File: config.mk
export PLATFORM = sky130hd
export DESIGN_NAME = mem_port_arbiter
export DESIGN_NICKNAME = d
export VERILOG_FILES = /design/src/rtl/risc_v_pkg.sv /design/src/rtl/mem_port_arbiter.sv
export SDC_FILE = /design/constraint.sdc
export NUM_CORES = 1
export LEC_CHECK = 0
export CELL_PAD_IN_SITES_DETAIL_PLACEMENT = 0
export CELL_PAD_IN_SITES_GLOBAL_PLACEMENT = 1
export CORE_ASPECT_RATIO = 1.1
export CORE_MARGIN = 2
export CORE_UTILIZATION = 35
export CTS_BUF_LIST = sky130_fd_sc_hd__clkbuf_8 sky130_fd_sc_hd__clkbuf_16
export DETAILED_ROUTE_END_ITERATION = 10
export DONT_BUFFER_PORTS = 1
export PLACE_DENSITY = 0.69
export SYNTH_ARGS = -nofsm -noshare
export SYNTH_HDL_FRONTEND = slang
export SYNTH_SLANG_ARGS = --single-unit
File: constraint.sdc
create_clock -name clk -period 4.1 [get_ports clk]
set_clock_uncertainty 0.2 [all_clocks]
set_input_delay 1.23 -clock clk [delete_from_list [all_inputs] [get_ports clk]]
set_output_delay 1.23 -clock clk [all_outputs]
set_load 0.05 [all_outputs]
File: src/rtl/risc_v_pkg.sv
// Shared definitions for the memory-port arbiter: data width, default
// starvation limit and the arbiter state encoding.
package risc_v_pkg;

    localparam int XLEN                 = 32;
    localparam int STARVE_LIMIT_DEFAULT = 4;

    typedef enum logic [1:0] {
        IDLE    = 2'd0,
        BUSY_IF = 2'd1,
        BUSY_DM = 2'd2,
        RESP    = 2'd3
    } arb_state_t;

    // Width of the starvation counter: at least 3 bits, wider if the limit needs it.
    function automatic int starve_cnt_width(input int limit);
        int w;
        w = $clog2(limit + 1);
        return (w < 3) ? 3 : w;
    endfunction

endpackage

File: src/rtl/mem_port_arbiter.sv
// Arbitrates a single shared memory port between the fetch stage and the
// memory stage. One transfer is outstanding at a time; data accesses win
// unless fetch has waited through STARVE_LIMIT consecutive data grants.
module mem_port_arbiter
    import risc_v_pkg::*;
#(
    parameter int STARVE_LIMIT = STARVE_LIMIT_DEFAULT
) (
    input  logic            clk,
    input  logic            reset,
    input  logic            if_req,
    input  logic [XLEN-1:0] if_addr,
    output logic [XLEN-1:0] if_rdata,
    output logic            if_ack,
    input  logic            dm_req,
    input  logic            dm_we,
    input  logic [XLEN-1:0] dm_addr,
    input  logic [XLEN-1:0] dm_wdata,
    output logic [XLEN-1:0] dm_rdata,
    output logic            dm_ack,
    output logic            mem_valid,
    output logic            mem_we,
    output logic [XLEN-1:0] mem_addr,
    output logic [XLEN-1:0] mem_wdata,
    input  logic            mem_ready,
    input  logic [XLEN-1:0] mem_rdata,
    output logic            stall_if,
    output logic            stall_mem
);

    localparam int CNT_W = starve_cnt_width(STARVE_LIMIT);
    localparam logic [CNT_W-1:0] LIMIT = CNT_W'(STARVE_LIMIT);

    arb_state_t      state_q, state_d;
    logic            mem_valid_q, mem_valid_d;
    logic            mem_we_q, mem_we_d;
    logic [XLEN-1:0] mem_addr_q, mem_addr_d;
    logic [XLEN-1:0] mem_wdata_q, mem_wdata_d;
    logic            if_ack_q, if_ack_d;
    logic            dm_ack_q, dm_ack_d;
    logic [XLEN-1:0] if_rdata_q, if_rdata_d;
    logic [XLEN-1:0] dm_rdata_q, dm_rdata_d;
    logic [CNT_W-1:0] starve_cnt_q, starve_cnt_d;
    // Goes high on the first edge after reset release; grants wait for it so
    // the earliest grant lands on the second edge.
    logic            rst_done_q, rst_done_d;

    // Next-state, grant decision, starvation counter and response capture.
    always_comb begin
        state_d      = state_q;
        mem_valid_d  = mem_valid_q;
        mem_we_d     = mem_we_q;
        mem_addr_d   = mem_addr_q;
        mem_wdata_d  = mem_wdata_q;
        if_ack_d     = 1'b0;
        dm_ack_d     = 1'b0;
        if_rdata_d   = if_rdata_q;
        dm_rdata_d   = dm_rdata_q;
        starve_cnt_d = starve_cnt_q;
        rst_done_d   = 1'b1;

        case (state_q)
            IDLE: begin
                if (!rst_done_q) begin
                    mem_valid_d = 1'b0;
                end else if (dm_req && !(if_req && (starve_cnt_q == LIMIT))) begin
                    state_d     = BUSY_DM;
                    mem_valid_d = 1'b1;
                    mem_we_d    = dm_we;
                    mem_addr_d  = dm_addr;
                    mem_wdata_d = dm_wdata;
                    if (if_req) begin
                        starve_cnt_d = (starve_cnt_q == LIMIT) ? LIMIT
                                                               : starve_cnt_q + {{(CNT_W-1){1'b0}}, 1'b1};
                    end else begin
                        starve_cnt_d = {CNT_W{1'b0}};
                    end
                end else if (if_req) begin
                    state_d      = BUSY_IF;
                    mem_valid_d  = 1'b1;
                    mem_we_d     = 1'b0;
                    mem_addr_d   = if_addr;
                    mem_wdata_d  = {XLEN{1'b0}};
                    starve_cnt_d = {CNT_W{1'b0}};
                end else begin
                    mem_valid_d  = 1'b0;
                    starve_cnt_d = {CNT_W{1'b0}};
                end
            end
            BUSY_IF: begin
                if (mem_ready) begin
                    state_d     = RESP;
                    mem_valid_d = 1'b0;
                    if_rdata_d  = mem_rdata;
                    if_ack_d    = 1'b1;
                end else begin
                    mem_valid_d = 1'b1;
                end
            end
            BUSY_DM: begin
                if (mem_ready) begin
                    state_d     = RESP;
                    mem_valid_d = 1'b0;
                    dm_ack_d    = 1'b1;
                    // Stores return nothing; keep the last load data.
                    if (!mem_we_q) begin
                        dm_rdata_d = mem_rdata;
                    end else begin
                        dm_rdata_d = dm_rdata_q;
                    end
                end else begin
                    mem_valid_d = 1'b1;
                end
            end
            RESP: begin
                state_d     = IDLE;
                mem_valid_d = 1'b0;
            end
            default: begin
                state_d     = IDLE;
                mem_valid_d = 1'b0;
            end
        endcase
    end

    // State and output registers, cleared asynchronously by reset.
    always_ff @(posedge clk or negedge reset) begin
        if (!reset) begin
            state_q      <= IDLE;
            mem_valid_q  <= 1'b0;
            mem_we_q     <= 1'b0;
            mem_addr_q   <= {XLEN{1'b0}};
            mem_wdata_q  <= {XLEN{1'b0}};
            if_ack_q     <= 1'b0;
            dm_ack_q     <= 1'b0;
            if_rdata_q   <= {XLEN{1'b0}};
            dm_rdata_q   <= {XLEN{1'b0}};
            starve_cnt_q <= {CNT_W{1'b0}};
            rst_done_q   <= 1'b0;
        end else begin
            state_q      <= state_d;
            mem_valid_q  <= mem_valid_d;
            mem_we_q     <= mem_we_d;
            mem_addr_q   <= mem_addr_d;
            mem_wdata_q  <= mem_wdata_d;
            if_ack_q     <= if_ack_d;
            dm_ack_q     <= dm_ack_d;
            if_rdata_q   <= if_rdata_d;
            dm_rdata_q   <= dm_rdata_d;
            starve_cnt_q <= starve_cnt_d;
            rst_done_q   <= rst_done_d;
        end
    end

    assign mem_valid = mem_valid_q;
    assign mem_we    = mem_we_q;
    assign mem_addr  = mem_addr_q;
    assign mem_wdata = mem_wdata_q;
    assign if_ack    = if_ack_q;
    assign dm_ack    = dm_ack_q;
    assign if_rdata  = if_rdata_q;
    assign dm_rdata  = dm_rdata_q;

    // Stall a stage while its request is pending and not yet acknowledged.
    assign stall_if  = if_req & ~if_ack_q;
    assign stall_mem = dm_req & ~dm_ack_q;

endmodule

==> results.txt <==
outcome: finished, final reports clean
Clock Sinks: 138
Routed met1 length: 5560 um
number of cell rows: 49
Mapped Cells: 513
synthesis warning total: 0
Critical Path AT: 1.57 ns
Via Count: 3903
post-cts hold buffer count: 0
root buffer cell: clkbuf_16
pin count of the biggest net entering global routing: 139
relative slew slack: 0.268
Post-Synthesis Cell Area: 0.00590 mm2
Final Cell Area: 0.00653 mm2
Post-Route Utilization: 0.397
synthesized area per cell: 11.5 um2
Worst Reg-to-Reg Cells: 6
die height: 140 um
htree depth: 4
sequential area share after synthesis: 0.586
vias in the first global route: 4165
antenna cells: 0
CTS tree: yes
largest cells by area after synthesis: dfrtp_1 (59%), mux2_4 (7.6%), mux2_2 (6.1%)
Area growth syn-to-layout: 10.7%
Slew Limit Fails: 0
cts bufs inserted: 17
placed cell areas: 0.00600 mm2
Ports: 268
drt drc: 0
die area: 0.0179 mm2
reg2reg setup slack: 1.61 ns
Final Hold Fails: 0
port buffer count: 0
Nets: 644
Met3 Wirelength: 1170 um
Die W: 128 um
Filler Cell Count: 1579
top routing layer in use: met4
GRT Total Usage: 0.161
Synth cell types: 29
min Tclk post-route: 3.00 ns
ANT nets after route: 0
worst skew pair latency: 0.40 ns
layout cells sized above 1: 0.204
first-pass GRT wire length: 22600 um
max cap viols: 0
CP Capture Type: output port
GP Congestion: 0.755
grt total ovfl: 0
CTS Buffer Depth: 2
Worst-Margin Slew: 1.09 ns
WP data required: 2.67 ns
fmax: 333 MHz
setup bufs post-CTS: 0
Detailed Route Iter0 Violations: 150
share of the synthesized area in the top cell type: 0.586
metal2 WL: 7410 um
core area: 0.0164 mm2
Via density: 5.44
clock-pin slew on the worst setup and hold paths: 0.06 ns
Syn Nets: 653
FF+latch count, synth: 138
Final Cycle Share: 0.733
WL per Instance: 20.1 um
Startpoint Class: input port
post-DP HPWL: 9800 um
r2r endpoint: mem_wdata[19]
initial antenna violation count: 0
Reg-to-Reg Start: starve_cnt_q[0]
DRT Wirelength: 14400 um
minimum hold slack: 0.318 ns
cts repair resizes: 0
WS Path Type: in -> out
Hold Path Class: in -> async
TNS Setup: 0 ns
unrepaired setup endpoints after global routing: false
Initial Utilization: 0.359
drt pass-1 iters: 5
Final setup viols: 0
crit path max fanout: 40
Yosys top cell by area: dfrtp_1
## metrics by stage
step	setup WS, ns	instances
after CTS	1.10	718
final	1.10	718
after detailed placement	1.03	689
after global placement	1.09	689
after global routing	1.05	718
after floorplan	0.544	513
## cells in the mapped netlist
cell / n
and2_1: 1
o22ai_1: 3
a32o_1: 1
a31oi_1: 32
mux2i_1: 2
nor2b_1: 1
nand2_1: 72
conb_1: 1
nor2_1: 33
ha_1: 6
o21ai_0: 32
nand2b_1: 4
o211ai_2: 1
o21ai_1: 36
clkbuf_1: 7
mux2_2: 32
a21boi_2: 1
inv_1: 7
mux2_1: 3
nand3_1: 3
mux2_4: 30
nand3_2: 1
buf_6: 6
a21oi_1: 32
buf_4: 9
buf_2: 17
and3_1: 1
dfrtp_1: 138
o211a_1: 1
## critical path, stage by stage
cell and delay (ns):
inv_1 0.03, nor2_1 0.09, buf_4 0.22
## cells by family (layout without fill, tap and decap cells)
group                    count (synthesis)  in the layout  share of synthesized area
flip-flops                             138            138                      0.586
buffers and inverters                   46             47                     0.0463
other                                    1              1                   0.000636
AO/OA/AOI/OAI                          139            139                      0.129
AND/OR/NAND/NOR                        116            116                     0.0785
adder cells (fa/ha/maj)                  6              6                     0.0127
multiplexers                            67             67                      0.147
## placed cells by master, fill, tap and decap left out
cell          n
a21boi_2      1
and3_1        1
a21oi_1      32
o211a_2       1
mux2_4       30
nor2b_1       1
and2_1        1
conb_1        1
mux2i_1       2
nand2b_1      3
nor2_1       33
nand2b_2      1
ha_1          6
a31oi_1      32
o21ai_0      32
o21ai_1      36
inv_1         9
nand3_1       3
bufinv_16     1
dfrtp_1     138
nand3_2       1
clkinv_2      2
clkinv_4      2
o22ai_1       3
a32o_1        1
inv_6         2
nand2_1      72
clkinvlp_4    3
mux2_1        3
clkbuf_16    17
buf_4        11
mux2_2       32
o211ai_4      1
## registers in the layout, indices dropped and copies added (netlist names)
register and count:
rst_done_q 1, starve_cnt_q 3, state_q 2, dm_ack 1, if_rdata 32, if_ack 1, mem_we 1, mem_valid 1
dm_rdata 32, mem_addr 32, mem_wdata 32
## area by class of cell
class	instances	area (um2)	share of cell area
sequential	138	3450	0.529
multi-input combinational	329	2180	0.334
clock buffer	17	425	0.0652
tap	204	255	0.0391
clock inverter	12	105	0.0161
timing repair buffer	11	82.6	0.0126
inverter	7	26.3	0.00402
## worst max-delay path by stage
stage                      start  cells after the start       endpoint
final                     dm_req                      3      stall_mem
after global routing      dm_req                      3      stall_mem
after CTS                 dm_req                      3      stall_mem
after detailed placement  if_req                      4  mem_wdata[27]
after global placement    dm_req                      3      stall_mem
after floorplan           dm_req                      3      stall_mem
## routing by layer
layer	vias to the layer above	GRT usage
li1	1747	-
met1	1950	0.185
met2	182	0.273
met3	24	0.0588
met4	0	0.0648
met5	-	0
Power is not shown: default switching activity piles up to over one toggle a cycle in this logic, so the estimate is an artifact.
